`src/rtl/zx_pager_pkg.sv`:
```
// ---------------------------------------------------------------------------
// zx_pager_pkg
// Shared constants and helpers for the ZX memory pager:
//   - I/O port decode constants (7FFD, 1FFD, E3)
//   - DivMMC automap entry points, the 1FF8 exit window and the 3Dxx trap page
//   - automap FSM state encoding, read-data source encoding
//   - DivMMC SDRAM base address and the +3 all-RAM bank table
// ---------------------------------------------------------------------------
package zx_pager_pkg;

    // Port decode constants
    localparam logic [7:0]  PORT_E3      = 8'hE3;
    localparam logic [3:0]  PORT_1FFD_HI = 4'h1;   // a[15:12] of port 1FFD

    // DivMMC automap addresses
    localparam int          N_ENTRY   = 6;
    localparam logic [15:0] ENTRY_PTS [N_ENTRY] = '{
        16'h0000, 16'h0008, 16'h0038, 16'h0066, 16'h04C6, 16'h0562
    };
    localparam logic [15:0] EXIT_MASK = 16'hFFF8;
    localparam logic [15:0] EXIT_BASE = 16'h1FF8;
    localparam logic [7:0]  TRAP_PAGE = 8'h3D;     // a[15:8] of the TR-DOS style trap

    // DivMMC RAM lives above the main RAM banks in SDRAM
    localparam logic [23:0] DIV_BASE  = 24'h040000;

    typedef enum logic [1:0] {
        AM_IDLE   = 2'd0,
        AM_ARM    = 2'd1,
        AM_ON     = 2'd2,
        AM_DISARM = 2'd3
    } am_state_t;

    typedef enum logic [1:0] {
        SRC_SDRAM = 2'd0,
        SRC_ROM   = 2'd1,
        SRC_ESX   = 2'd2
    } src_t;

    // +3 all-RAM configurations, indexed [cfg][slot]
    localparam logic [2:0] SPECIAL_BANK [4][4] = '{
        '{3'd0, 3'd1, 3'd2, 3'd3},
        '{3'd4, 3'd5, 3'd6, 3'd7},
        '{3'd4, 3'd5, 3'd6, 3'd3},
        '{3'd4, 3'd7, 3'd6, 3'd3}
    };

    function automatic logic is_entry(input logic [15:0] addr);
        logic hit;
        hit = 1'b0;
        for (int i = 0; i < N_ENTRY; i++) begin
            if (addr == ENTRY_PTS[i]) hit = 1'b1;
        end
        return hit;
    endfunction

    function automatic logic is_exit(input logic [15:0] addr);
        return (addr & EXIT_MASK) == EXIT_BASE;
    endfunction

    function automatic logic [2:0] special_bank(input logic [1:0] cfg, input logic [1:0] slot);
        return SPECIAL_BANK[cfg][slot];
    endfunction

endpackage

```
`src/rtl/divmmc_automap.sv`:
```
// ---------------------------------------------------------------------------
// divmmc_automap
// DivMMC automap state machine plus the E3 control register.
//   i_clk, i_rst        clock, asynchronous active-high reset
//   i_ce                CPU clock enable
//   i_divEn             0 holds the FSM in IDLE and blocks E3 writes
//   i_mreq/i_iorq/i_wr/i_m1   Z80 strobes, active-low
//   i_a                 CPU address
//   i_dHi               CPU data bits [7:6] (forcemap, mapram)
//   i_dPage             CPU data bits [PW-1:0] (page select)
//   i_romSel            current ROM select, the 3Dxx trap needs ROM 3
//   o_automap           FSM is in a mapped state (or a 3Dxx trap fetch)
//   o_forcemap, o_mapram, o_divPage   E3 register fields
// ---------------------------------------------------------------------------
module divmmc_automap
    import zx_pager_pkg::*;
#(
    parameter int PW = 4
) (
    input  logic          i_clk,
    input  logic          i_rst,
    input  logic          i_ce,
    input  logic          i_divEn,
    input  logic          i_mreq,
    input  logic          i_iorq,
    input  logic          i_wr,
    input  logic          i_m1,
    input  logic [15:0]   i_a,
    input  logic [1:0]    i_dHi,
    input  logic [PW-1:0] i_dPage,
    input  logic [1:0]    i_romSel,
    output logic          o_automap,
    output logic          o_forcemap,
    output logic          o_mapram,
    output logic [PW-1:0] o_divPage
);

    am_state_t     r_state;
    logic          r_fetchSeen;
    logic          r_forcemap;
    logic          r_mapram;
    logic [PW-1:0] r_divPage;

    logic w_fetch;
    logic w_firstFetch;
    logic w_trap;
    logic w_e3Wr;

    assign w_fetch      = !i_mreq && !i_m1;
    // Only the first ce cycle of an opcode fetch moves the FSM.
    assign w_firstFetch = i_ce && w_fetch && !r_fetchSeen;
    // The trap must map the very fetch that hits it, so it is also fed
    // combinationally into o_automap below.
    assign w_trap       = i_divEn && w_fetch && (i_a[15:8] == TRAP_PAGE) && (i_romSel == 2'b11);
    assign w_e3Wr       = i_ce && i_divEn && !i_iorq && !i_wr && (i_a[7:0] == PORT_E3);

    always_ff @(posedge i_clk or posedge i_rst) begin
        if (i_rst) begin
            r_state     <= AM_IDLE;
            r_fetchSeen <= 1'b0;
            r_forcemap  <= 1'b0;
            r_mapram    <= 1'b0;
            r_divPage   <= '0;
        end else begin
            if (i_ce) begin
                if (w_fetch)   r_fetchSeen <= 1'b1;
                else if (i_m1) r_fetchSeen <= 1'b0;
            end

            if (!i_divEn) begin
                r_state <= AM_IDLE;
            end else if (w_firstFetch) begin
                if (w_trap) begin
                    r_state <= AM_ON;
                end else if (is_entry(i_a)) begin
                    if (r_state == AM_IDLE || r_state == AM_DISARM) r_state <= AM_ARM;
                end else if (is_exit(i_a)) begin
                    if (r_state == AM_ON || r_state == AM_ARM) r_state <= AM_DISARM;
                end
            end else if (i_ce && i_m1) begin
                // Entry/exit take effect once the triggering fetch has completed.
                if (r_state == AM_ARM)         r_state <= AM_ON;
                else if (r_state == AM_DISARM) r_state <= AM_IDLE;
            end

            if (w_e3Wr) begin
                r_forcemap <= i_dHi[1];
                r_mapram   <= r_mapram | i_dHi[0];   // only reset clears mapram
                r_divPage  <= i_dPage;
            end
        end
    end

    assign o_automap  = (r_state == AM_ON) || (r_state == AM_DISARM) || w_trap;
    assign o_forcemap = r_forcemap;
    assign o_mapram   = r_mapram;
    assign o_divPage  = r_divPage;

endmodule

```
`src/rtl/zx_pager.sv`:
```
// ---------------------------------------------------------------------------
// zx_pager
// ZX Spectrum 128K/+3 memory pager with DivMMC mapping and an SDRAM
// request/acknowledge handshake.
//   clock, reset          system clock, asynchronous active-high reset
//   ce                    CPU clock enable
//   divEn                 DivMMC enable
//   mreq/iorq/rd/wr/m1/rfsh  Z80 strobes, active-low
//   a, d                  CPU address and data out
//   sdrReq/sdrWe/sdrA     SDRAM request level, write flag, byte address
//   sdrAck                one-cycle completion pulse from SDRAM
//   wait_n                CPU wait, low while a request is outstanding
//   src                   read-data source (0 sdram, 1 rom, 2 esxdos)
//   romSel                {romHi, romLo}
//   vidBank               0 = bank 5, 1 = bank 7
//   mapped                DivMMC memory is paged in
// ---------------------------------------------------------------------------
module zx_pager
    import zx_pager_pkg::*;
#(
    parameter int RAMBANKS = 8,
    parameter int DIVPAGES = 16,
    parameter int AW       = 24,
    parameter int PLUS3    = 1
) (
    input  logic          clock,
    input  logic          reset,
    input  logic          ce,
    input  logic          divEn,
    input  logic          mreq,
    input  logic          iorq,
    input  logic          rd,
    input  logic          wr,
    input  logic          m1,
    input  logic          rfsh,
    input  logic [15:0]   a,
    input  logic [7:0]    d,
    output logic          sdrReq,
    output logic          sdrWe,
    output logic [AW-1:0] sdrA,
    input  logic          sdrAck,
    output logic          wait_n,
    output logic [1:0]    src,
    output logic [1:0]    romSel,
    output logic          vidBank,
    output logic          mapped
);

    localparam int BW = $clog2(RAMBANKS);
    localparam int PW = $clog2(DIVPAGES);

    // Paging registers
    logic [BW-1:0] r_ramBank;
    logic          r_vidBank;
    logic          r_romLo;
    logic          r_romHi;
    logic          r_lock;
    logic          r_special;
    logic [1:0]    r_cfg;

    // Handshake registers
    logic          r_sdrReq;
    logic          r_sdrWe;
    logic [AW-1:0] r_sdrA;
    logic          r_memSeen;

    // DivMMC
    logic          w_automap;
    logic          w_forcemap;
    logic          w_mapram;
    logic [PW-1:0] w_divPage;
    logic          w_mapped;

    // Decode
    src_t          w_src;
    logic          w_isDiv;
    logic          w_ro;
    logic [BW-1:0] w_bank;
    logic [PW-1:0] w_page;
    logic [AW-1:0] w_addr;
    logic [BW-1:0] w_newBank;

    logic w_ioWr;
    logic w_is7ffd;
    logic w_is1ffd;
    logic w_memStrobe;
    logic w_start;

    divmmc_automap #(
        .PW(PW)
    ) u_automap (
        .i_clk      (clock),
        .i_rst      (reset),
        .i_ce       (ce),
        .i_divEn    (divEn),
        .i_mreq     (mreq),
        .i_iorq     (iorq),
        .i_wr       (wr),
        .i_m1       (m1),
        .i_a        (a),
        .i_dHi      (d[7:6]),
        .i_dPage    (d[PW-1:0]),
        .i_romSel   ({r_romHi, r_romLo}),
        .o_automap  (w_automap),
        .o_forcemap (w_forcemap),
        .o_mapram   (w_mapram),
        .o_divPage  (w_divPage)
    );

    assign w_mapped = w_forcemap | w_automap;

    // Pentagon-style extension: bank bit 3 from d[6], bit 4 from d[7].
    if (BW > 3) begin : g_xbank
        assign w_newBank = {d[6 +: BW-3], d[2:0]};
    end else begin : g_nobank
        assign w_newBank = d[2:0];
    end

    assign w_ioWr   = ce && !iorq && !wr;
    // 7FFD is only partially decoded, so a 1FFD write also lands in 7FFD.
    assign w_is7ffd = !a[15] && !a[1];
    assign w_is1ffd = (PLUS3 != 0) && (a[15:12] == PORT_1FFD_HI) && !a[1];

    always_comb begin
        w_src   = SRC_SDRAM;
        w_isDiv = 1'b0;
        w_ro    = 1'b0;
        w_bank  = '0;
        w_page  = '0;
        if (a[15:14] == 2'b00 && w_mapped) begin
            if (!a[13]) begin
                if (w_mapram) begin
                    w_isDiv = 1'b1;
                    w_page  = PW'(3);
                    w_ro    = 1'b1;
                end else begin
                    w_src   = SRC_ESX;
                    w_ro    = 1'b1;
                end
            end else begin
                w_isDiv = 1'b1;
                w_page  = w_divPage;
                w_ro    = w_mapram && (w_divPage == PW'(3));
            end
        end else if (r_special) begin
            w_bank = BW'(special_bank(r_cfg, a[15:14]));
        end else begin
            case (a[15:14])
                2'b00: begin
                    w_src = SRC_ROM;
                    w_ro  = 1'b1;
                end
                2'b01:   w_bank = BW'(5);
                2'b10:   w_bank = BW'(2);
                default: w_bank = r_ramBank;
            endcase
        end
    end

    assign w_addr = w_isDiv ? (AW'(DIV_BASE) + AW'({w_page, a[12:0]}))
                            : AW'({w_bank, a[13:0]});

    // One request per bus access: r_memSeen blocks re-triggering until mreq rises.
    assign w_memStrobe = !mreq && rfsh && (!rd || !wr);
    assign w_start     = ce && w_memStrobe && !r_memSeen && !r_sdrReq &&
                         (w_src == SRC_SDRAM) && !(!wr && w_ro);

    always_ff @(posedge clock or posedge reset) begin
        if (reset) begin
            r_ramBank <= '0;
            r_vidBank <= 1'b0;
            r_romLo   <= 1'b0;
            r_romHi   <= 1'b0;
            r_lock    <= 1'b0;
            r_special <= 1'b0;
            r_cfg     <= 2'b00;
            r_sdrReq  <= 1'b0;
            r_sdrWe   <= 1'b0;
            r_sdrA    <= '0;
            r_memSeen <= 1'b0;
        end else begin
            if (w_ioWr && !r_lock) begin
                if (w_is7ffd) begin
                    r_ramBank <= w_newBank;
                    r_vidBank <= d[3];
                    r_romLo   <= d[4];
                    r_lock    <= d[5];
                end
                if (w_is1ffd) begin
                    r_special <= d[0];
                    r_cfg     <= d[2:1];
                    r_romHi   <= d[2];
                end
            end

            if (ce) begin
                if (w_memStrobe) r_memSeen <= 1'b1;
                else if (mreq)   r_memSeen <= 1'b0;
            end

            if (w_start) begin
                r_sdrReq <= 1'b1;
                r_sdrWe  <= !wr;
                r_sdrA   <= w_addr;
            end else if (r_sdrReq && sdrAck) begin
                r_sdrReq <= 1'b0;
            end
        end
    end

    assign sdrReq  = r_sdrReq;
    assign sdrWe   = r_sdrWe;
    assign sdrA    = r_sdrA;
    assign wait_n  = !r_sdrReq;
    assign src     = w_src;
    assign romSel  = {r_romHi, r_romLo};
    assign vidBank = r_vidBank;
    assign mapped  = w_mapped;

endmodule

```
`config.mk`:
```
export PLATFORM = sky130hd
export DESIGN_NAME = zx_pager
export DESIGN_NICKNAME = d
export VERILOG_FILES = /design/src/rtl/zx_pager_pkg.sv /design/src/rtl/divmmc_automap.sv /design/src/rtl/zx_pager.sv
export SDC_FILE = /design/constraint.sdc
export NUM_CORES = 1
export LEC_CHECK = 0
export ABC_CLOCK_PERIOD_IN_PS = 2009
export CAP_MARGIN = 20
export CELL_PAD_IN_SITES_DETAIL_PLACEMENT = 0
export CELL_PAD_IN_SITES_GLOBAL_PLACEMENT = 2
export CORE_UTILIZATION = 27
export CTS_BUF_LIST = sky130_fd_sc_hd__clkbuf_8
export DETAILED_ROUTE_END_ITERATION = 10
export HOLD_SLACK_MARGIN = 0.05
export PLACE_DENSITY_LB_ADDON = 0.1
export SLEW_MARGIN = 20
export SYNTH_ARGS = -nofsm -noshare
export SYNTH_HDL_FRONTEND = slang
export SYNTH_HIERARCHICAL = 1
export SYNTH_SLANG_ARGS = --single-unit
```
`constraint.sdc`:
```
create_clock -name clock -period 2.01 [get_ports clock]
set_input_delay 0.5025 -clock clock [delete_from_list [all_inputs] [get_ports clock]]
set_output_delay 0.5025 -clock clock [all_outputs]
set_load 0.05 [all_outputs]
```
==> impl_metrics.ini, run 1 <==
[clock_tree]
cts_buffer_depth = 2
cts.root.buffer_cell = clkbuf_8
cts_made_buffers = 5
cts_hold_buf = 0
clk_latency_ps = 300
htreeDepth = 2
clk_pin_slew_ps = 80
cts_tree = done
cts.sinks = 39

[run_status]
status = finished, violations left
violations = setup timing

[yosys]
syn_inst = 179
yosysUniqueCellTypes = 50
synth_top_area_frac = 0.450
ys_warn_count = 6
ys_seq_elements = 39
synth_area_um2 = 2170
async_flop_share = 1.00
yosysTopAreaCell = dfrtp_1
synth_seq_area_share = 0.450
synth-edff-count = 0
ys.flop_type = dfrtp_1
postSynthAreaPerCell_um2 = 12.1
synthTopCellsByArea = dfrtp_1 (45%), mux2_4 (13%), mux2_2 (6.8%)

[die]
die_w_um = 91.6
num_rows = 32
dieArea_um2 = 8390
start_util = 0.280
top_level_ports = 68
fp.dieH_um = 91.6
fp.coreArea_um2 = 7730

[sta]
fmax_mhz = 406
finalSetupViolCount = 23
fin_ws_ps = -452
period_share = 1.22
fin_setup_tns_ps = -8780
final_hold_viol_count = 0
period_needed_ps = 2460
skew_ps = 2.87
worst_slew_pin_slew_ps = 507
slew_violations = 0
slew_headroom = 0.661
rsz0062_at_grt = true

[global_routing]
track_usage = 0.153
grt_pass1_vias = 1777
grt_pass1_wl_um = 9680
antenna_found_initial = 0
grt.overflow.total = 0
grt_start_max_net_pins = 22

[finish]
nets = 334
final_common_cell = buf_4
area_delta_synth_final_pct = 64.5
drive_gt1_frac = 0.525
layout_common_cells = buf_4 (65), dfrtp_1 (38), mux2_4 (19)
fillers = 765
seq_area_um2 = 977
multiInputGateArea_um2 = 1240
antenna_cells = 0

[worst_setup_path]
start_kind = flop
cp-endpoint = mapped
r2r-end = sdrA[3]$_DFFE_PP0P_
startpoint = u_automap/r_state[1]$_DFFE_PP0P_
cp_data_arrival_time_ps = 1960
ff2ff_setup_slack_ps = -400
critPathCaptureType = output pin
r2r_start = u_automap/r_state[1]$_DFFE_PP0P_
rr_worst_depth = 11
required_ps = 1510
crit_type = flop to output pin
cp_max_fo = 4

[power_and_ir_drop]
p_seq_frac = 0.334
ir_drop_mv = 0.323
p_clk_frac = 0.211
powerDensity_nw_per_um2 = 899
p_sw_w = 0.00126
power_leakage_nw = 1.76
power_frac_comb = 0.454
internal-power_w = 0.00195
p_sw_frac = 0.393

[route]
vias_per_cell = 4.51
drtAntennaViolNets = 0
drc = 0
routedWlPerCell_um = 15.6
wl_um = 6210
drtIter0Drc = 53
via_count = 1801
dr.pass1.iters = 4

[placed_design]
place.gp.congestion = 0.772
dp.final_hpwl_um = 4690
pre_cts_ws_ps = -1180
port_buffers = 61

[worst_hold_path]
hold_class = input port to asynchronous set/reset pin

[job]
cap_violations = 0
-- cell usage after synthesis (all sizes together), types with 4 or more instances --
cell,instances
nand4,5
inv,12
nand3,4
a21oi,7
mux2,32
nor3,5
buf,10
nand2,5
o21ai,10
dfrtp,39
nor2,8
-- layout make-up --
| type | count | share of cell area |
|---|---|---|
| inverter | 12 | 0.0126 |
| tap | 102 | 0.0358 |
| sequential | 39 | 0.274 |
| clock inverter | 3 | 0.0123 |
| multi-input combinational | 122 | 0.348 |
| clock buffer | 5 | 0.0193 |
| timing repair buffer | 116 | 0.298 |
-- routing by layer --
layer  vias up  wire (µm)  GRT usage
met5         -          0          0
met3         6        286     0.0293
li1        885          -          -
met1       862       3100      0.226
met2        48       2750      0.223
met4         0         71     0.0476
-- state kept, by name, summed over array words and instances, names as in the netlist --
signal,flops
r_special,1
u_automap/r_state,2
r_lock,1
u_automap/o_divPage,4
vidBank,1
u_automap/r_fetchSeen,1
r_romLo,1
r_cfg,1
r_ramBank,3
u_automap/o_forcemap,1
r_romHi,1
r_memSeen,1
sdrWe,1
u_automap/o_mapram,1
sdrA,18
sdrReq,1
-- how the worst min path moves through the flow --
stage,start,end,slack (ps),depth (start not counted)
after floorplan,reset,u_automap/o_divPage[0]$_DFFE_PP0P_,330,1
after global placement,r_lock$_DFFE_PP0P_,r_lock$_DFFE_PP0P_,490,1
after detailed placement,r_lock$_DFFE_PP0P_,r_lock$_DFFE_PP0P_,500,1
after CTS,reset,u_automap/o_mapram$_DFFE_PP0P_,510,2
after global routing,reset,u_automap/o_divPage[0]$_DFFE_PP0P_,540,2
final,reset,u_automap/r_state[0]$_DFFE_PP0P_,500,2
-- power by group through the flow --
stage / Clock, W / Sequential, W / Combinational (W)
3_5_place_dp: 0 / 0.00108 / 0.00139
4_1_cts: 0.000702 / 0.00107 / 0.00143
6_report: 0.000677 / 0.00107 / 0.00146
2_1_floorplan: 0 / 0.00154 / 0.000427
3_3_place_gp: 0 / 0.00108 / 0.00138
5_1_grt: 0.000736 / 0.00110 / 0.00153
-- logic make-up after synthesis --
| family | Yosys count | synth area share |
|---|---|---|
| AOI/OAI and AO/OA | 33 | 0.108 |
| adders and majority gates | 3 | 0.0173 |
| buffers and inverters | 23 | 0.0606 |
| DFF | 39 | 0.450 |
| muxes | 33 | 0.204 |
| other | 1 | 0.00173 |
| and+or+nand+nor | 47 | 0.158 |
-- timing repair --
| item | CTS | global route |
|---|---|---|
| endpoints found under the hold margin | 0 | 0 |
| cloned | 0 | 3 |
| pin swaps | 12 | 18 |
| buffers inserted | 9 | 3 |
| gates resized for setup | 46 | 25 |
| endpoints found under the setup margin | 33 | 35 |
-- through the flow --
step                      instance area [µm²]  instances  hold slack [ps]  power (W)   util
after floorplan                          2210        184              330    0.00197      -
after global placement                   3170        376              495    0.00246  0.410
after detailed placement                 3170        376              499    0.00247  0.410
after CTS                                3400        393              513    0.00320  0.440
after global routing                     3570        399              535    0.00336  0.461
final                                    3570        399              501    0.00321  0.461
-- critical path: stages (launching register included) --
cell,delay [ps]
dfrtp_2,450
ha_2,210
nor2_4,90
nand2_1,60
or2_4,250
buf_6,120
buf_4,120
buf_6,100
buf_6,110
buf_12,130
Power figures use the tool's default switching activity.
==> run 2, diff against run 1 <==
--- a/config.mk
+++ b/config.mk
@@ -7,15 +7,12 @@
 export LEC_CHECK = 0
 export ABC_CLOCK_PERIOD_IN_PS = 2009
 export CAP_MARGIN = 20
-export CELL_PAD_IN_SITES_DETAIL_PLACEMENT = 0
-export CELL_PAD_IN_SITES_GLOBAL_PLACEMENT = 2
-export CORE_UTILIZATION = 27
+export CORE_UTILIZATION = 44
 export CTS_BUF_LIST = sky130_fd_sc_hd__clkbuf_8
 export DETAILED_ROUTE_END_ITERATION = 10
 export HOLD_SLACK_MARGIN = 0.05
-export PLACE_DENSITY_LB_ADDON = 0.1
+export PLACE_DENSITY = 0.79
 export SLEW_MARGIN = 20
 export SYNTH_ARGS = -nofsm -noshare
 export SYNTH_HDL_FRONTEND = slang
-export SYNTH_HIERARCHICAL = 1
 export SYNTH_SLANG_ARGS = --single-unit
==> run 2 against run 1 <==
The run still ends with setup timing left. Setup slack worse by 16 ps. Via count is 11% higher. Wire length is 4.4% higher. First-iteration DRC count is 110% higher. Clock power is 11% lower. Critical endpoint unchanged. Highest routed layer unchanged.
==> impl_metrics.ini, run 2 <==
[global_routing]
grt_pass1_vias = 1995
track_usage = 0.256
grt.overflow.total = 0
antenna_found_initial = 0
grt_pass1_wl_um = 10100
grt_start_max_net_pins = 40

[clock_tree]
cts_hold_buf = 0
cts.sinks = 39
htreeDepth = 2
cts.root.buffer_cell = clkbuf_8
cts_made_buffers = 5
clk_pin_slew_ps = 80
clk_latency_ps = 300
cts_buffer_depth = 2
cts_tree = done

[die]
dieArea_um2 = 5290
start_util = 0.460
top_level_ports = 68
fp.coreArea_um2 = 4790
die_w_um = 72.8
num_rows = 25
fp.dieH_um = 72.8

[worst_setup_path]
cp_data_arrival_time_ps = 1980
ff2ff_setup_slack_ps = -220
required_ps = 1510
critPathCaptureType = output pin
crit_type = input port to output pin
r2r-end = sdrA[7]$_DFFE_PP0P_
cp_max_fo = 3
start_kind = input port
rr_worst_depth = 8
r2r_start = u_automap.r_state[0]$_DFFE_PP0P_

[finish]
nets = 342
post-route-util = 0.715
area_delta_synth_final_pct = 55.2
antenna_cells = 0
largest_reg_flops = 18
layout_common_cells = buf_4 (59), dfrtp_1 (39), clkdlybuf4s50_1 (27)
drive_gt1_frac = 0.433
final_common_cell = buf_4

[sta]
slew_violations = 0
finalSetupViolCount = 25
slew_headroom = 0.663
skew_ps = 5.73
final_hold_viol_count = 0
fmax_mhz = 404
period_share = 1.23
worst_slew_pin_slew_ps = 506
period_needed_ps = 2480
fin_ws_ps = -468
rsz0062_at_grt = true

[route]
wl_um = 6480
drtAntennaViolNets = 0
drc = 0
drtIter0Drc = 110
vias_per_cell = 5.39
dr.pass1.iters = 4
routedWlPerCell_um = 17.4
via_count = 2006

[power_and_ir_drop]
p_seq_frac = 0.362
powerDensity_nw_per_um2 = 856
power_frac_comb = 0.432
p_sw_w = 0.00115
ir_drop_mv = 0.699
power_leakage_nw = 1.67
internal-power_w = 0.00177
p_sw_frac = 0.394
p_clk_frac = 0.206

[placed_design]
pre_cts_ws_ps = -956
dp.final_hpwl_um = 4390
place.gp.congestion = 0.927
port_buffers = 61

[yosys]
synth_most_common_cell = dfrtp_1
synth_mux_area_frac = 0.200
synth-edff-count = 0
ys.flop_type = dfrtp_1
synth_seq_area_share = 0.443
synth_area_um2 = 2200
synth_compound_area_frac = 0.0931
ys_seq_elements = 39
yosysUniqueCellTypes = 44
synthAdderAreaFrac = 0.0170
ys_warn_count = 0
synth_top_family_by_area = multiplexers
synthTopCellsByArea = dfrtp_1 (44%), mux2_4 (12%), mux2_2 (4.1%)
postSynthAreaPerCell_um2 = 11.2
synth_xor_area_frac = 0
syn_inst = 196
synth_common_cells = dfrtp_1 (39), mux2_4 (17), nand2_1 (13)
synth_top_area_frac = 0.443
yosys.area_share.simple = 0.174
async_flop_share = 1.00
yosysTopAreaCell = dfrtp_1

[job]
cap_violations = 0

[worst_hold_path]
hold_path_end = r_memSeen$_DFFE_PP0P_
hold_class = flop to flop
hp-start = r_memSeen$_DFFE_PP0P_
hold_path_depth = 2

[run_status]
status = finished, violations left
violations = setup timing
==> run 2: worst max-delay path: stages <==
cell	delay (ps)
buf_6	90
or4b_4	550
or4_4	590
nand2b_4	100
buf_12	130
==> run 2: kinds of logic after synthesis <==
logic type	after synthesis
multiplexers	34
adder cells (fa/ha/maj)	3
AO/OA/AOI/OAI	31
buffers and inverters	23
flip-flops	39
AND/OR/NAND/NOR	65
other	1
==> run 2: worst max path at each step <==
stage               slack (ps)  start             endpoint
floorplan                 -490   a[9]  sdrA[0]$_DFFE_PP0P_
global placement          -910   a[9]  sdrA[7]$_DFFE_PP0P_
detailed placement        -960   mreq  sdrA[6]$_DFFE_PP0P_
CTS                       -470   mreq               mapped
global route              -480   a[9]               mapped
finish                    -470   a[9]               mapped
==> run 2: cell type report <==
class | instances | area, µm²
Fill cell | 347 | 1370
Multi-Input combinational cell | 139 | 1220
Timing Repair Buffer | 109 | 995
Sequential cell | 39 | 976
Clock buffer | 7 | 96.3
Tap cell | 67 | 83.8
Inverter | 10 | 37.5
Clock inverter | 1 | 7.51
==> run 2: what timing repair did <==
item	4_1_cts	5_1_grt
pin swaps	10	4
setup buffers	3	1
gates resized for setup	38	15
endpoints found under the setup margin	31	36
cloned	1	0
endpoints found under the hold margin	0	0
==> run 2: per-layer routing <==
metal / wire [µm] / part of all wire / up-vias / GRT usage
met4: 144 / 0.022 / 0 / 0.102
met5: 0 / 0 / - / 0
met3: 313 / 0.048 / 16 / 0.0511
li1: - / - / 922 / -
met2: 3280 / 0.51 / 72 / 0.423
met1: 2740 / 0.42 / 996 / 0.329
==> run 2: power by group through the flow <==
stage,Sequential (W),Combinational (W),Clock [W]
after CTS,0.00106,0.00126,0.000616
after global routing,0.00108,0.00132,0.000653
after floorplan,0.00150,0.000378,0
after detailed placement,0.00107,0.00125,0
after global placement,0.00106,0.00123,0
final,0.00106,0.00126,0.000602
==> run 2: through the flow <==
stage	power, W	TNS (ps)	cell area, µm²	instances	hold slack [ps]
final	0.00293	-9960	3420	372	482
after CTS	0.00293	-10040	3350	371	488
after global routing	0.00305	-10390	3420	372	507
after global placement	0.00229	-24890	3160	359	455
after detailed placement	0.00232	-26240	3160	359	470
after floorplan	0.00187	-10160	2270	201	438
==> run 3, diff against run 2 <==
--- a/config.mk
+++ b/config.mk
@@ -5,8 +5,10 @@
 export SDC_FILE = /design/constraint.sdc
 export NUM_CORES = 1
 export LEC_CHECK = 0
+export ABC_AREA = 1
 export ABC_CLOCK_PERIOD_IN_PS = 2009
 export CAP_MARGIN = 20
+export CORE_ASPECT_RATIO = 1.4
 export CORE_UTILIZATION = 44
 export CTS_BUF_LIST = sky130_fd_sc_hd__clkbuf_8
 export DETAILED_ROUTE_END_ITERATION = 10
==> run 3 against run 2 <==
Setup slack better by 300 ps. Register-to-register slack better by 370 ps. The run still ends with setup timing left. Clock skew up 6.4 ps. Critical path depth up 6. Wire length down 16%. Largest cell class unchanged. Largest power group unchanged. Critical endpoint is now src[1].
==> impl_metrics.ini, run 3 <==
[sta]
slew_violations = 0
fmax_mhz = 459
slew_headroom = 0.660
fin_ws_ps = -169
finalSetupViolCount = 3
rsz0062_at_grt = true
period_needed_ps = 2180
period_share = 1.08
worst_slew_pin_slew_ps = 509
skew_ps = 12.2
final_hold_viol_count = 0
fin_setup_tns_ps = -320

[finish]
fin_cells = 462
antenna_cells = 0
layout_common_cells = nand2_1 (98), buf_4 (56), dfrtp_1 (39)
fin_area_um2 = 3340
multiInputGateArea_um2 = 1090
seq_area_um2 = 976
nets = 435
largest_reg_flops = 18
final_common_cell = nand2_1
drive_gt1_frac = 0.281
area_delta_synth_final_pct = 50.1
fillers = 373

[route]
routedWlPerCell_um = 11.7
via_count = 2191
wl_um = 5430
dr.pass1.iters = 4
drc = 0
drtAntennaViolNets = 0
vias_per_cell = 4.74
drtIter0Drc = 93

[yosys]
async_flop_share = 1.00
synth_area_um2 = 2230
synth-edff-count = 0
synthTopCellsByArea = dfrtp_1 (44%), nand2_1 (17%), inv_1 (6.1%)
syn_inst = 291
yosysTopAreaCell = dfrtp_1
ys_warn_count = 0
synth_top_area_frac = 0.438
postSynthAreaPerCell_um2 = 7.65
yosysUniqueCellTypes = 30
ys_seq_elements = 39
synth_seq_area_share = 0.438
synth_most_common_cell = nand2_1
synth_common_cells = nand2_1 (99), dfrtp_1 (39), inv_1 (36)
ys.flop_type = dfrtp_1

[global_routing]
grt.overflow.total = 0
grt_start_max_net_pins = 40
globalRouteMet2Util = 0.374
antenna_found_initial = 0
grt_pass1_wl_um = 9370
grt_pass1_vias = 2125
met3_usage = 0.0532
busiest_layer = met2
track_usage = 0.224
grtUsageMet1 = 0.270

[job]
cap_violations = 0

[worst_setup_path]
rr_worst_depth = 11
r2r-end = sdrA[15]$_DFFE_PP0P_
ff2ff_setup_slack_ps = 150
required_ps = 1510
max_stage_delay_ps = 280
start_kind = input port
cp_data_arrival_time_ps = 1680
path_cells = dlygate4sd2_1 > nor2_4 > inv_2 > nor2_4 > nand3_2 > nand2_4 > nand2_4 > inv_4 > nand3_4 > clkinvlp_4 > buf_12
crit_buf_inv = 5
critical-path-slowest-cell = dlygate4sd2_1
cp_max_fo = 3
r2r_start = u_automap.r_state[0]$_DFFE_PP0P_
critPathCaptureType = output pin
crit_type = input port to output pin
critPathTopFamily = buffers and inverters
worst-path-stages = 11

[run_status]
violations = setup timing
status = finished, violations left

[placed_design]
dp.cells = 448
port_buffers = 61
placed_area_um2 = 3170
dp.final_hpwl_um = 4190
place.gp.congestion = 0.826

[die]
start_util = 0.460
fp.dieH_um = 86.2
fp.coreArea_um2 = 4840
num_rows = 30
die_w_um = 62.1
dieArea_um2 = 5350
top_level_ports = 68

[clock_tree]
cts.sinks = 39
clk_latency_ps = 310
cts_tree = done
cts_made_buffers = 5
cts_buffer_depth = 2
htreeDepth = 2
clk_pin_slew_ps = 70
cts.root.buffer_cell = clkbuf_8

[power_and_ir_drop]
ir_drop_mv = 0.558
total_power_w = 0.00262
powerDensity_nw_per_um2 = 785
power_leakage_nw = 1.74

[worst_hold_path]
hold_path_depth = 2
hp-start = sdrA[8]$_DFFE_PP0P_
hold_class = flop to flop
hold_path_end = sdrA[8]$_DFFE_PP0P_
[run 3: cell families (layout without fill, tap and decap cells)]
group,after synthesis,after routing,synth area share
AO/OA/AOI/OAI,28,28,0.0680
adder cells (fa/ha/maj),3,3,0.0169
AND/OR/NAND/NOR,168,168,0.355
other,1,6,0.00168
multiplexers,2,2,0.0101
flip-flops,39,39,0.438
buffers and inverters,50,152,0.110
[run 3: worst register-to-register path: stages, from the launching register on]
cell	delay, ps
dfrtp_1	410
ha_2	210
nor3_4	210
nand2_4	90
nand2_4	90
inv_4	40
buf_4	140
nand3_2	80
nand4_1	150
buf_12	190
nand2_1	70
nand2_1	60
[run 3: cell type report]
class,instances,share of cell area
Tap cell,64,0.0240
Sequential cell,39,0.292
Inverter,38,0.0457
Clock buffer,5,0.0206
Timing Repair Buffer,106,0.285
Multi-Input combinational cell,207,0.325
Clock inverter,3,0.00712
[run 3: how the worst max path moves through the flow]
| stage | startpoint | to | slack (ps) |
|---|---|---|---|
| 4_1_cts | u_automap.r_state[0]$_DFFE_PP0P_ | src[1] | -170 |
| 3_5_place_dp | a[15] | src[0] | -450 |
| 6_report | a[14] | src[1] | -170 |
| 3_3_place_gp | a[12] | src[0] | -420 |
| 2_1_floorplan | a[14] | src[1] | -60 |
| 5_1_grt | u_automap.r_state[0]$_DFFE_PP0P_ | src[1] | -280 |
[run 3: power breakdown]
group | switching (W) | internal (W) | leakage (nW)
combinational | 0.000692 | 0.000367 | 1.20
clock | 0.000308 | 0.000248 | 0.0408
sequential | 0.0000831 | 0.000926 | 0.503
[run 3: what timing repair did]
item | 4_1_cts | 5_1_grt
endpoints found under the setup margin | 23 | 29
buffers inserted | 5 | 3
gates resized for setup | 21 | 7
hold buffers | 0 | 0
pin swaps | 7 | 2
[run 3: metrics by stage]
stage,util,hold WS (ps),setup WS [ps]
global route,0.690,513,-280
floorplan,-,443,-62.6
finish,0.690,472,-169
global placement,0.654,453,-421
CTS,0.681,479,-171
detailed placement,0.654,460,-450
[run 3: layer usage]
layer,share of wire,wire length [µm]
met3,0.057,311
met1,0.43,2340
met2,0.48,2610
met5,0,0
met4,0.029,158
